File: config.mk
export PLATFORM = sky130hd
export DESIGN_NAME = tree_node_dispatch
export DESIGN_NICKNAME = d
export VERILOG_FILES = /design/src/rtl/tree_node_pkg.sv /design/src/rtl/tree_node_dispatch_lane.sv /design/src/rtl/tree_node_dispatch.sv
export SDC_FILE = /design/constraint.sdc
export NUM_CORES = 1
export LEC_CHECK = 0
export CAP_MARGIN = 20
export CORE_MARGIN = 5
export CORE_UTILIZATION = 40
export DETAILED_ROUTE_END_ITERATION = 12
export DONT_BUFFER_PORTS = 1
export PLACE_DENSITY = 0.55
export SYNTH_ARGS = -nofsm -noshare
export SYNTH_HDL_FRONTEND = slang
export SYNTH_SLANG_ARGS = --single-unit
File: constraint.sdc
create_clock -name clk -period 12.3 [get_ports clk]
set_input_delay 3.075 -clock clk [delete_from_list [all_inputs] [get_ports clk]]
set_output_delay 3.075 -clock clk [all_outputs]
set_load 0.05 [all_outputs]
File: src/rtl/tree_node_pkg.sv
// Shared types and helpers for the tree_node_dispatch hierarchy node.
package tree_node_pkg;

  // Widest lane count a node may be built with; pointers and request
  // vectors are padded to this width inside the round-robin helper.
  localparam int MAX_CH = 16;

  typedef enum logic [1:0] {
    IDLE = 2'd0,
    RUN  = 2'd1,
    DONE = 2'd2
  } lane_st_e;

  typedef struct packed {
    logic       found;
    logic [3:0] idx;
  } rr_pick_t;

  // First set bit of req at or after ptr, searching upward and wrapping
  // at n. Used both to pick an idle lane for dispatch and a done lane
  // for collection, so the two arbiters behave identically.
  function automatic rr_pick_t rr_first(input logic [MAX_CH-1:0] req,
                                        input logic [3:0]        ptr,
                                        input int                n);
    rr_pick_t pick;
    int       j;
    pick.found = 1'b0;
    pick.idx   = 4'd0;
    for (int k = 0; k < MAX_CH; k++) begin
      j = int'(ptr) + k;
      j = (j >= n) ? (j - n) : j;
      if ((k < n) && !pick.found && req[j[3:0]]) begin
        pick.found = 1'b1;
        pick.idx   = j[3:0];
      end
    end
    return pick;
  endfunction

endpackage

File: src/rtl/tree_node_dispatch_lane.sv
// One child worker lane: IDLE -> RUN (countdown) -> DONE (hold result).
module tree_node_lane
  import tree_node_pkg::*;
#(
  parameter int DATA_W = 16,
  parameter int CNT_W  = 8
) (
  input  logic              clk,
  input  logic              rst,
  input  logic              start,
  input  logic [DATA_W-1:0] start_data,
  input  logic [CNT_W-1:0]  start_cycles,
  input  logic              collect,
  output lane_st_e          state,
  output logic [DATA_W-1:0] result
);

  lane_st_e          state_r;
  logic [CNT_W-1:0]  cnt_r;
  logic [DATA_W-1:0] result_r;
  logic [CNT_W-1:0]  eff_cycles_s;

  // A zero budget is run as a one-cycle budget.
  always_comb begin
    if (start_cycles == {CNT_W{1'b0}}) begin
      eff_cycles_s = {{(CNT_W-1){1'b0}}, 1'b1};
    end else begin
      eff_cycles_s = start_cycles;
    end
  end

  // Lane state machine, countdown and result capture.
  always_ff @(posedge clk or posedge rst) begin
    if (rst) begin
      state_r  <= IDLE;
      cnt_r    <= {CNT_W{1'b0}};
      result_r <= {DATA_W{1'b0}};
    end else begin
      case (state_r)
        IDLE: begin
          if (start) begin
            state_r  <= RUN;
            cnt_r    <= eff_cycles_s;
            // Result is fixed at dispatch; it wraps modulo 2^DATA_W.
            result_r <= start_data + DATA_W'(eff_cycles_s);
          end
        end
        RUN: begin
          cnt_r <= cnt_r - {{(CNT_W-1){1'b0}}, 1'b1};
          if (cnt_r <= {{(CNT_W-1){1'b0}}, 1'b1}) begin
            state_r <= DONE;
          end
        end
        DONE: begin
          if (collect) begin
            state_r <= IDLE;
          end
        end
        default: begin
          state_r <= IDLE;
        end
      endcase
    end
  end

  assign state  = state_r;
  assign result = result_r;

endmodule

File: src/rtl/tree_node_dispatch.sv
// Hierarchy node: round-robin fan-out of work items to NUM_CH lanes and
// round-robin fan-in of their results onto one registered output.
module tree_node_dispatch
  import tree_node_pkg::*;
#(
  parameter  int NUM_CH = 5,
  parameter  int DATA_W = 16,
  parameter  int CNT_W  = 8,
  localparam int CH_W   = $clog2(NUM_CH)
) (
  input  logic              clk,
  input  logic              rst,
  input  logic              in_valid,
  output logic              in_ready,
  input  logic [DATA_W-1:0] in_data,
  input  logic [CNT_W-1:0]  in_cycles,
  output logic              out_valid,
  input  logic              out_ready,
  output logic [DATA_W-1:0] out_data,
  output logic [CH_W-1:0]   out_ch,
  output logic [NUM_CH-1:0] busy_mask
);

  lane_st_e          lane_st_s  [NUM_CH];
  logic [DATA_W-1:0] lane_res_s [NUM_CH];

  logic [NUM_CH-1:0] idle_s;
  logic [NUM_CH-1:0] done_s;
  logic [NUM_CH-1:0] start_s;
  logic [NUM_CH-1:0] collect_s;

  logic [CH_W-1:0]   disp_ptr_r;
  logic [CH_W-1:0]   coll_ptr_r;
  rr_pick_t          disp_pick_s;
  rr_pick_t          coll_pick_s;
  logic [CH_W-1:0]   disp_idx_s;
  logic [CH_W-1:0]   coll_idx_s;
  logic              dispatch_s;
  logic              load_out_s;
  logic              take_s;

  logic              out_valid_r;
  logic [DATA_W-1:0] out_data_r;
  logic [CH_W-1:0]   out_ch_r;

  // Round-robin pointer advance: one past the winner, wrapping at NUM_CH.
  function automatic logic [CH_W-1:0] ptr_next(input logic [CH_W-1:0] p);
    if (p == CH_W'(NUM_CH - 1)) begin
      return {CH_W{1'b0}};
    end else begin
      return p + {{(CH_W-1){1'b0}}, 1'b1};
    end
  endfunction

  genvar g;
  generate
    for (g = 0; g < NUM_CH; g++) begin : g_lane
      tree_node_lane #(
        .DATA_W (DATA_W),
        .CNT_W  (CNT_W)
      ) u_lane (
        .clk          (clk),
        .rst          (rst),
        .start        (start_s[g]),
        .start_data   (in_data),
        .start_cycles (in_cycles),
        .collect      (collect_s[g]),
        .state        (lane_st_s[g]),
        .result       (lane_res_s[g])
      );
    end
  endgenerate

  // Per-lane idle/done flags decoded from the registered lane states.
  always_comb begin
    idle_s = {NUM_CH{1'b0}};
    done_s = {NUM_CH{1'b0}};
    for (int i = 0; i < NUM_CH; i++) begin
      idle_s[i] = (lane_st_s[i] == IDLE);
      done_s[i] = (lane_st_s[i] == DONE);
    end
  end

  assign in_ready  = |idle_s;
  assign busy_mask = ~idle_s;

  // Dispatch and collect arbitration; the two act on disjoint lanes
  // (IDLE vs DONE) so they never interfere within a cycle.
  always_comb begin
    disp_pick_s = rr_first(MAX_CH'(idle_s), 4'(disp_ptr_r), NUM_CH);
    coll_pick_s = rr_first(MAX_CH'(done_s), 4'(coll_ptr_r), NUM_CH);
    disp_idx_s  = disp_pick_s.idx[CH_W-1:0];
    coll_idx_s  = coll_pick_s.idx[CH_W-1:0];
    dispatch_s  = in_valid && in_ready && disp_pick_s.found;
    load_out_s  = !out_valid_r || out_ready;
    take_s      = load_out_s && coll_pick_s.found;
    start_s     = {NUM_CH{1'b0}};
    collect_s   = {NUM_CH{1'b0}};
    if (dispatch_s) begin
      start_s[disp_idx_s] = 1'b1;
    end else begin
      start_s = {NUM_CH{1'b0}};
    end
    if (take_s) begin
      collect_s[coll_idx_s] = 1'b1;
    end else begin
      collect_s = {NUM_CH{1'b0}};
    end
  end

  // Round-robin pointers for dispatch and collection.
  always_ff @(posedge clk or posedge rst) begin
    if (rst) begin
      disp_ptr_r <= {CH_W{1'b0}};
      coll_ptr_r <= {CH_W{1'b0}};
    end else begin
      if (dispatch_s) begin
        disp_ptr_r <= ptr_next(disp_idx_s);
      end
      if (take_s) begin
        coll_ptr_r <= ptr_next(coll_idx_s);
      end
    end
  end

  // Output register: reloads when empty or when the held result drains,
  // giving one result per cycle under continuous out_ready.
  always_ff @(posedge clk or posedge rst) begin
    if (rst) begin
      out_valid_r <= 1'b0;
      out_data_r  <= {DATA_W{1'b0}};
      out_ch_r    <= {CH_W{1'b0}};
    end else if (load_out_s) begin
      out_valid_r <= coll_pick_s.found;
      if (coll_pick_s.found) begin
        out_data_r <= lane_res_s[coll_idx_s];
        out_ch_r   <= coll_idx_s;
      end
    end
  end

  assign out_valid = out_valid_r;
  assign out_data  = out_data_r;
  assign out_ch    = out_ch_r;

endmodule

# Word-level counts from Yosys, hierarchy flattened
# Index checks and enable logic that the tools add are counted.
totals:
  reg_bits: 156
  latch_bits: 0
  mem_bits_rw: 0
  mem_bits_ro: 0
  inputBits: 28
  output_inout_bits: 26
  elab_cells: 238
  mem_count: 0
op_classes:
  add_sub_neg: 26
  multipliers: 0
  div: 0
  n_lt_le_gt_ge: 30
  eq_ne: 27
  n_shift: 0
  n_mux: 82
  bitwise_logic: 2
  n_reduce_logical: 51
op_table:
  columns: ["cell", "n"]
  rows:
  - ["$pmux 8 s2", 5]
  - ["$mux 5", 12]
  - ["$lt 4x5->1 const B", 10]
  - ["$bmux 16 s3", 1]
  - ["$mux 8", 6]
  - ["$bmux 1 s4", 10]
  - ["$le 8x1->1 const B", 5]
  - ["$mux 4", 10]
  - ["$sub 8x1->8 const B", 5]
  - ["$ge 4x3->1 const B", 8]
  - ["$mux 16", 2]
  - ["$sub 4x3->4 const B", 8]
  - ["$mux 2", 15]
  - ["$ne 2x1->1 const B", 15]
  - ["$pmux 2 s3", 5]
  - ["$reduce_and 2->1", 11]
  - ["$add 16x8->16", 1]
  - ["$add 3x2->4 const B", 4]
  - ["$reduce_and 3->1", 5]
  - ["$logic_and 1x1->1", 13]
  - ["$mux 1", 12]
  - ["$eq 2x1->1 const B", 5]
  - ["$eq 2x2->1 const B", 5]
  - ["$logic_not 2->1", 5]
  - ["18 further kinds", 40]

# Depth between registers and ports, before layout
# Gate-level depths: netlist of the first run.
logic_depth:
  ltp_word: 24
  depth_mapped: 20
  depth_no_buf: 17

# Cells and area by module
# From an unflattened synthesis of the first run, not the netlist that was laid out.
hier_totals:
  cells_unflattened: 1452
  hier_area_um2: 12331.8
modules_own_cells:
  columns: ["module", "instances", "cells_each", "area_per_inst_um2"]
  rows:
  - ["tree_node_lane at g_lane[0].u_lane ...", 4, 188, 1634.1]
  - ["tree_node_dispatch", 1, 521, 4209.0]
  - ["tree_node_lane at g_lane[4].u_lane", 1, 179, 1586.5]

# Least setup slack after synthesis of the first run
# Ideal clock, no wire load.
synth_timing:
  path_type: "input port to flip-flop"
  start: "input port in_cycles[2]"
  end: "register g_lane[2].u_lane.result_r[14]"
  setup_ps: 127
  arrival_ps: 5484
  required_time_ps: 12173
  path_slack_ps: 6689
  stages: 14
  path_buffers: 0
  path_cell_list: "inv_1 -> a41o_1 -> ha_1 -> fa_1 -> a21o_1 -> a21oi_1 -> o21bai_1 -> a21oi_1 -> o21bai_1 -> a21oi_1 -> nor2_1 -> nand3_1 -> xnor2_1 -> mux2_1"
synth_between:
  elab_chain_len: 3
synth_rtl:
  columns: ["item", "line_no", "source"]
  rows:
  - ["from (decl)", "tree_node_dispatch.sv:16", "input logic [CNT_W-1:0] in_cycles,"]
  - ["$logic_not 8->1", "tree_node_dispatch_lane.sv:25", "if (start_cycles == {CNT_W{1'b0}}) begin"]
  - ["$mux 8 (*)", "tree_node_dispatch_lane.sv:25", null]
  - ["$add 16x8->16 (*)", "tree_node_dispatch_lane.sv:45", "result_r <= start_data + DATA_W'(eff_cycles_s);"]
  - ["to (signal assigned)", "tree_node_dispatch_lane.sv:37", "result_r <= {DATA_W{1'b0}};"]
  - ["to (signal assigned)", "tree_node_dispatch_lane.sv:45", null]
  - ["to (decl)", "tree_node_dispatch_lane.sv:20", "logic [DATA_W-1:0] result_r;"]
# Mark *: on every way between the ends. The rest lies on a longest branch, timed or not.
# A chain may end at the register's enable or synchronous reset.

# Worst setup path in the final report of the first run
layout_timing:
  start: "register disp_ptr_r[1]"
  end: "register g_lane[1].u_lane.result_r[0]"
layout_between:
  elab_chain_len: 23
  elab_cells_between_ends: 50
  classes_between: "add/sub: 9; order compare: 7; mux: 23; reduce/logical: 11"
layout_rtl:
  columns: ["item", "line_no", "source"]
  rows:
  - ["from (decl)", "tree_node_dispatch.sv:32", "logic [CH_W-1:0] disp_ptr_r;"]
  - ["from (signal assigned)", "tree_node_dispatch.sv:114", "disp_ptr_r <= {CH_W{1'b0}};"]
  - ["from (signal assigned)", "tree_node_dispatch.sv:118", "disp_ptr_r <= ptr_next(disp_idx_s);"]
  - ["branches (longest 16 deep; another with $add 3x1->4)", null, null]
  - ["$mux 5 (*)", "tree_node_pkg.sv:32", "if ((k < n) && !pick.found && req[j[3:0]]) begin"]
  - ["$lt 3x4->1 (implied by the code) / $ge 3x1->1 (equally long branches)", "tree_node_dispatch.sv:100", "start_s[disp_idx_s] = 1'b1;"]
  - ["$logic_and 1x1->1 (implied by the code)", "tree_node_dispatch.sv:100", null]
  - ["$mux 1 (implied by the code)", "tree_node_dispatch.sv:100", null]
  - ["$demux 1 s3", "tree_node_dispatch.sv:100", null]
  - ["$mux 5 (*)", "tree_node_dispatch.sv:99", "if (dispatch_s) begin"]
  - ["$reduce_and 2->1 (no source line) (*)", null, null]
  - ["to (signal assigned)", "tree_node_dispatch_lane.sv:37", null]
  - ["to (signal assigned)", "tree_node_dispatch_lane.sv:45", null]
  - ["to (decl)", "tree_node_dispatch_lane.sv:20", null]
# Mark *: on every way between the ends. The select of a mux whose other input is x is not followed.

==> results of run 1 <==
[registers in the layout, indices dropped and copies added, names as in the netlist]
signal,count
g_lane.u_lane.cnt_r,40
coll_ptr_r,3
disp_ptr_r,3
g_lane.u_lane.result,80
out_data,16
g_lane.u_lane.state,10
out_valid,1
out_ch,3
[worst min path at each step]
stage	start	to	slack, ns	depth (start not counted)
global route	g_lane[1].u_lane.result[8]$_DFFE_PP0P_	g_lane[1].u_lane.result[8]$_DFFE_PP0P_	0.50	1
finish	g_lane[3].u_lane.result[2]$_DFFE_PP0P_	g_lane[3].u_lane.result[2]$_DFFE_PP0P_	0.49	1
CTS	g_lane[3].u_lane.result[2]$_DFFE_PP0P_	g_lane[3].u_lane.result[2]$_DFFE_PP0P_	0.49	1
floorplan	g_lane[3].u_lane.result[15]$_DFFE_PP0P_	g_lane[3].u_lane.result[15]$_DFFE_PP0P_	0.46	1
detailed placement	g_lane[3].u_lane.result[15]$_DFFE_PP0P_	g_lane[3].u_lane.result[15]$_DFFE_PP0P_	0.47	1
global placement	g_lane[3].u_lane.result[2]$_DFFE_PP0P_	g_lane[3].u_lane.result[2]$_DFFE_PP0P_	0.47	1
[metal layers]
layer	vias to the layer above	track usage (%)	part of all wire (%)
li1	4064	-	-
met1	4178	27.76	48
met2	145	30.28	45
met3	36	4.057	4.4
met4	0	5.786	2.0
met5	-	0	0
[logic make-up after synthesis]
kind of cell / count (synthesis)
and+or+nand+nor: 325
DFF: 156
adders and majority gates: 49
muxes: 138
AOI/OAI and AO/OA: 299
buffers and inverters: 112
xor gates and xnor gates: 29
[critical path: cells and delay by family (launching register included)]
kind | cells | cell delay [ns]
mux | 1 | 0.54
buf+inv | 2 | 0.76
simple gates | 4 | 1.47
fa+ha+maj | 1 | 0.90
flops | 1 | 0.77
compound gates | 5 | 1.31
[cell usage in the layout, fill, tap and decap left out, drive strengths merged, types with 6 or more instances in the layout]
cell / netlist / final
dfrtp: 156 / 156
o21a: 10 / 10
a21o: 14 / 14
ha: 46 / 46
mux2i: 54 / 54
xnor2: 22 / 22
xor2: 7 / 7
buf: 37 / 11
a41o: 7 / 7
clkbuf: 22 / 18
o22a: 17 / 17
nand2b: 19 / 19
mux2: 83 / 83
nand4: 9 / 9
and2: 8 / 8
a31oi: 9 / 9
or3: 14 / 14
or2: 7 / 7
o21bai: 6 / 6
o31ai: 8 / 8
a211o: 9 / 9
nand3: 27 / 27
nor3: 38 / 38
o21ai: 54 / 54
o22ai: 6 / 6
nor3b: 8 / 8
nand2: 63 / 63
a21oi: 63 / 63
a221o: 12 / 12
nor2: 82 / 82
inv: 52 / 61
o211ai: 24 / 24
a2111oi: 7 / 7
nand3b: 6 / 6
nor4: 9 / 9
o221ai: 11 / 11
nor2b: 18 / 18
[per-stage QoR]
| step | area, µm² | hold WS [ns] | cells | utilization, % | setup slack, ns |
|---|---|---|---|---|---|
| 5_1_grt | 11510 | 0.5008 | 1428 | 44.03 | 5.955 |
| 3_3_place_gp | 10920 | 0.4661 | 1395 | 41.77 | 6.269 |
| 6_report | 11510 | 0.4856 | 1428 | 44.03 | 6.390 |
| 3_5_place_dp | 10920 | 0.4742 | 1395 | 41.77 | 6.260 |
| 2_1_floorplan | 10670 | 0.4574 | 1108 | - | 5.018 |
| 4_1_cts | 11500 | 0.4905 | 1427 | 44.02 | 6.448 |
[cell type report]
| class | instances | area [µm²] | share of cell area, % |
|---|---|---|---|
| Multi-Input combinational cell | 840 | 6307 | 54.81 |
| Sequential cell | 156 | 3904 | 33.92 |
| Clock buffer | 18 | 439.2 | 3.816 |
| Tap cell | 335 | 419.2 | 3.642 |
| Inverter | 53 | 203.9 | 1.772 |
| Clock inverter | 14 | 148.9 | 1.294 |
| Timing Repair Buffer | 11 | 82.58 | 0.7176 |
| Antenna cell | 1 | 2.502 | 0.02175 |
==> metrics, run 1 <==
status=completed; Via density=5.898; vias in the first global route=8,188; IO Port Bufs=0; number of enable flip-flop cells after synthesis=0; Mapped Nets=1,185; Post-synth top flop=dfrtp_1; clock buffer count from CTS=17; postcts setup bufs=0; Req. time, crit path=12.61 ns; post-route ant nets=0; area of the mapped netlist=10,670 µm²; Synth area leaders=dfrtp_1, mux2_1, ha_1; latest clock arrival within the worst-skew pair=0.43 ns; Post-synth top cells=dfrtp_1, nor2_1, a21oi_1, nand2_1; Yosys top cell by area=dfrtp_1; H-tree depth=4; mux cell area share after synthesis=14.11%; Starting Density=40.83%; Worst Hold Class=register to register; total grt overflow=0; max_cap viols=0; Post-Syn Instances=1,108; Final Hold Fails=0; initial antenna violation count=1; Synth Area in Adders=5.958%; DRC viols=0; P&R area growth vs syn=7.858%; Vias=8,423; hold_buf cts=0; I/O Pins=54; kind of critical path=register to register; Worst Path Arrival=6.22 ns; Rel. slew slack=41.88%; drt pass-1 iters=5; Critical Path Start=disp_ptr_r[1]$_DFFE_PP0P_; f_max=169.2 MHz; Core Region=26,130 µm²; layout cells sized above 1=9.982%; largest family of logic cells by synthesized area=compound AO/OA/AOI/OAI gates; Layout Skew=0.01133 ns; Core Rows=59; distinct cell type count after synthesis=91; count of cells resized by post-cts repair=0; crit end category=register; Num Clock Sinks=156; share of the synthesized area in the top cell type=36.59%; total die area=30,040 µm²; DRT Wirelength=29.32 mm; capture point of the worst reg-to-reg path=g_lane[1].u_lane.result[0]$_DFFE_PP0P_; drt wl/cell=20.53 µm; Seq/Total Area, Yosys=36.59%; Min Clock Period, post-route=5.910 ns; final setup violating endpoints=0; CP max stage cell=ha_1; CTS tree=done; fin crit share=48.05%; most common cell in the synthesized netlist=dfrtp_1; max-slew violation count=0; Worst-Margin Slew=0.8718 ns; First DRT Iteration DRCs=584; Final nets=1,156; Reg clk slew, reported paths=0.07 ns; yosys warns=0; post-synthesis xor/xnor area fraction=2.451%; Startpoint Class=register; worst r2r src=disp_ptr_r[1]$_DFFE_PP0P_; Die Ht=173.3 µm; r2r setup slk=6.39 ns; Worst path max stage delay=0.90 ns; cell breakdown of the critical path=inv_1, ha_1, nor3b_1, nor2_1, a311o_1, o21ai_1, a21oi_1, or3b_1, o211a_1, a21o_1, inv_2, nand4_4, mux2_1; Simple-Gate Fraction of Synth Area=15.97%; async set-reset flop share out of synthesis=100.0%; GRT Overall Usage=19.58%; Compound-Gate Fraction of Synth Area=20.25%; Fin Setup TNS=0 ns; Bufs on Longest Clock Path=2; first-pass GRT wire length=47.47 mm; placed wire-length estimate=20.19 mm; CP endpoint=g_lane[1].u_lane.result[0]$_DFFE_PP0P_; gpl congestion=0.8890; #FFs+latches synth=156; root buffer cell=clkbuf_16; largest net degree at the start of global routing=94; die width=173.3 µm; Avg Inst Size Synth=9.629 µm²; maximum fanout along the worst path=25; RSZ-0062 raised after global routing=false; Filler cells=2,606; worst r2r path cells=13
Power of run 1 is not shown: default switching activity piles up to over one toggle a cycle in this logic, so the estimate is an artifact.
==> run 2, diff against run 1 <==
==> constraint.sdc (replaced) <==
create_clock -name clk -period 6.2 [get_ports clk]
set_input_delay 1.55 -clock clk [delete_from_list [all_inputs] [get_ports clk]]
set_output_delay 1.55 -clock clk [all_outputs]
set_load 0.05 [all_outputs]
==> metrics, run 2 (synthesized netlist as in run 1, its figures left out) <==
crit-path most repeated cell=buf_4; most frequent cells in the layout=dfrtp_1, nor2_1, nand2_1 (unchanged); drt pass-1 iters=5 (unchanged); Num Clock Sinks=156 (unchanged); number of flip-flops in the largest register=80 (unchanged); final setup violating endpoints=0 (unchanged); placed wire-length estimate=20.06 mm (was 20.19 mm); maximum fanout along the worst path=22 (was 25); Reg clk slew, reported paths=0.07 ns (about the same); Layout Skew=0.01164 ns (was 0.01133 ns); Worst Path Arrival=5.21 ns (was 6.22 ns); Req. time, crit path=6.50 ns (was 12.61 ns); Min Clock Period, post-route=4.905 ns (was 5.910 ns); Core Rows=59 (unchanged); ANT cells=0 (was 1); drt wl/cell=19.78 µm (was 20.53 µm); Filler cells=2,563 (was 2,606); Final Instance Area=11,650 µm² (was 11,510 µm²); initial antenna violation count=0 (was 1); DRT Wirelength=28.56 mm (was 29.32 mm); largest net degree at the start of global routing=106 (was 94); first-pass GRT wire length=46.64 mm (was 47.47 mm); Vias=8,404 (was 8,423); max_cap viols=0 (unchanged); Starting Density=40.83% (unchanged); First DRT Iteration DRCs=568 (was 584); Core Region=26,130 µm² (unchanged); status=completed (unchanged); RSZ-0062 raised after global routing=false (unchanged); kind of critical path=register to register (unchanged); Bufs on Longest Clock Path=2 (unchanged); count of cells resized by post-cts repair=0 (unchanged); vias in the first global route=8,201 (was 8,188); hold_buf cts=0 (unchanged); commonest non-fill, non-tap cell in the layout=dfrtp_1 (unchanged); Via density=5.820 (was 5.898); CP max stage cell=dfrtp_1 (was ha_1); fin crit share=79.11% (was 48.05%); Final Hold Fails=0 (unchanged); latest clock arrival within the worst-skew pair=0.43 ns (about the same); root buffer cell=clkbuf_16 (unchanged); H-tree depth=4 (unchanged); DP Area=11,040 µm² (was 10,920 µm²); Setup WS pre-CTS=1.357 ns (was 6.260 ns); clock buffer count from CTS=17 (unchanged); I/O Pins=54 (unchanged); post-route ant nets=0 (unchanged); Worst-Margin Slew=0.8148 ns (was 0.8718 ns); Setup WS post-layout=1.295 ns (was 6.390 ns); P&R area growth vs syn=9.171% (was 7.858%); crit end category=register (unchanged); Startpoint Class=register (unchanged); GRT Overall Usage=19.12% (was 19.58%); Rel. slew slack=45.68% (was 41.88%); max-slew violation count=0 (unchanged); IO Port Bufs=0 (unchanged); die width=173.3 µm (unchanged); DRC viols=0 (unchanged); f_max=203.9 MHz (was 169.2 MHz); Worst Hold Class=register to register (unchanged); cell breakdown of the critical path=ha_1, a21oi_1, or3_1, a2bb2o_1, mux2i_1, o21ai_2, nand2_1, o311ai_2, buf_4, a2111oi_4, buf_4, and2_2, mux2_1 (was inv_1, ha_1, nor3b_1, nor2_1, a311o_1, o21ai_1, a21oi_1, or3b_1, o211a_1, a21o_1, inv_2, nand4_4, mux2_1); CTS tree=done (unchanged); total die area=30,040 µm² (unchanged); Fin Setup TNS=0 ns (unchanged); Final nets=1,173 (was 1,156); Die Ht=173.3 µm (unchanged); Worst path max stage delay=0.81 ns (was 0.90 ns); postcts setup bufs=0 (unchanged); layout cells sized above 1=11.36% (was 9.982%); gpl congestion=0.8712 (was 0.8890); total grt overflow=0 (unchanged)
run 2: worst paths after layout:
kind	from	to	slack (ns)	cells after the start
setup / recovery	disp_ptr_r[2]$_DFFE_PP0P_	g_lane[2].u_lane.result[7]$_DFFE_PP0P_	1.30	13
hold / removal	g_lane[3].u_lane.result[5]$_DFFE_PP0P_	g_lane[3].u_lane.result[5]$_DFFE_PP0P_	0.49	1
setup reg to reg	disp_ptr_r[2]$_DFFE_PP0P_	g_lane[2].u_lane.result[7]$_DFFE_PP0P_	1.30	13
hold reg to reg	g_lane[3].u_lane.result[5]$_DFFE_PP0P_	g_lane[3].u_lane.result[5]$_DFFE_PP0P_	0.49	1
max in group asynchronous	rst	g_lane[2].u_lane.result[7]$_DFFE_PP0P_	3.91	3
min in group asynchronous	rst	out_ch[1]$_DFFE_PP0P_	0.88	1
run 2: routing by layer:
metal | vias up | global-route usage (%) | part of all wire [%]
li1 | 4098 | - | -
met2 | 132 | 30.94 | 46
met5 | - | 0 | 0
met3 | 34 | 3.555 | 3.9
met4 | 0 | 4.456 | 1.4
met1 | 4140 | 26.72 | 48
run 2: critical path: cells and delay by family (launching register included):
kind | cells | cell delay (ns)
flops | 1 | 0.81
buf+inv | 2 | 0.46
compound gates | 5 | 1.10
fa+ha+maj | 1 | 0.55
mux | 2 | 0.71
simple gates | 3 | 1.13
run 2: stage by stage:
step	instances	util, %	hold WS [ns]
after floorplan	1108	-	0.4574
after global routing	1444	44.57	0.4994
after global placement	1411	42.23	0.4675
final	1444	44.57	0.4884
after detailed placement	1411	42.23	0.4754
after CTS	1443	44.47	0.4925
run 2: layout make-up:
type | count | area [µm²] | share of cell area, %
flip-flops and latches | 156 | 3904 | 33.52
well taps | 335 | 419.2 | 3.599
clock inverters | 15 | 157.7 | 1.354
repair buffers | 28 | 230.2 | 1.977
multi-input cells | 840 | 6307 | 54.15
inverters | 53 | 203.9 | 1.751
clock buffers | 17 | 425.4 | 3.652
Power of run 2 is left out for the same reason.
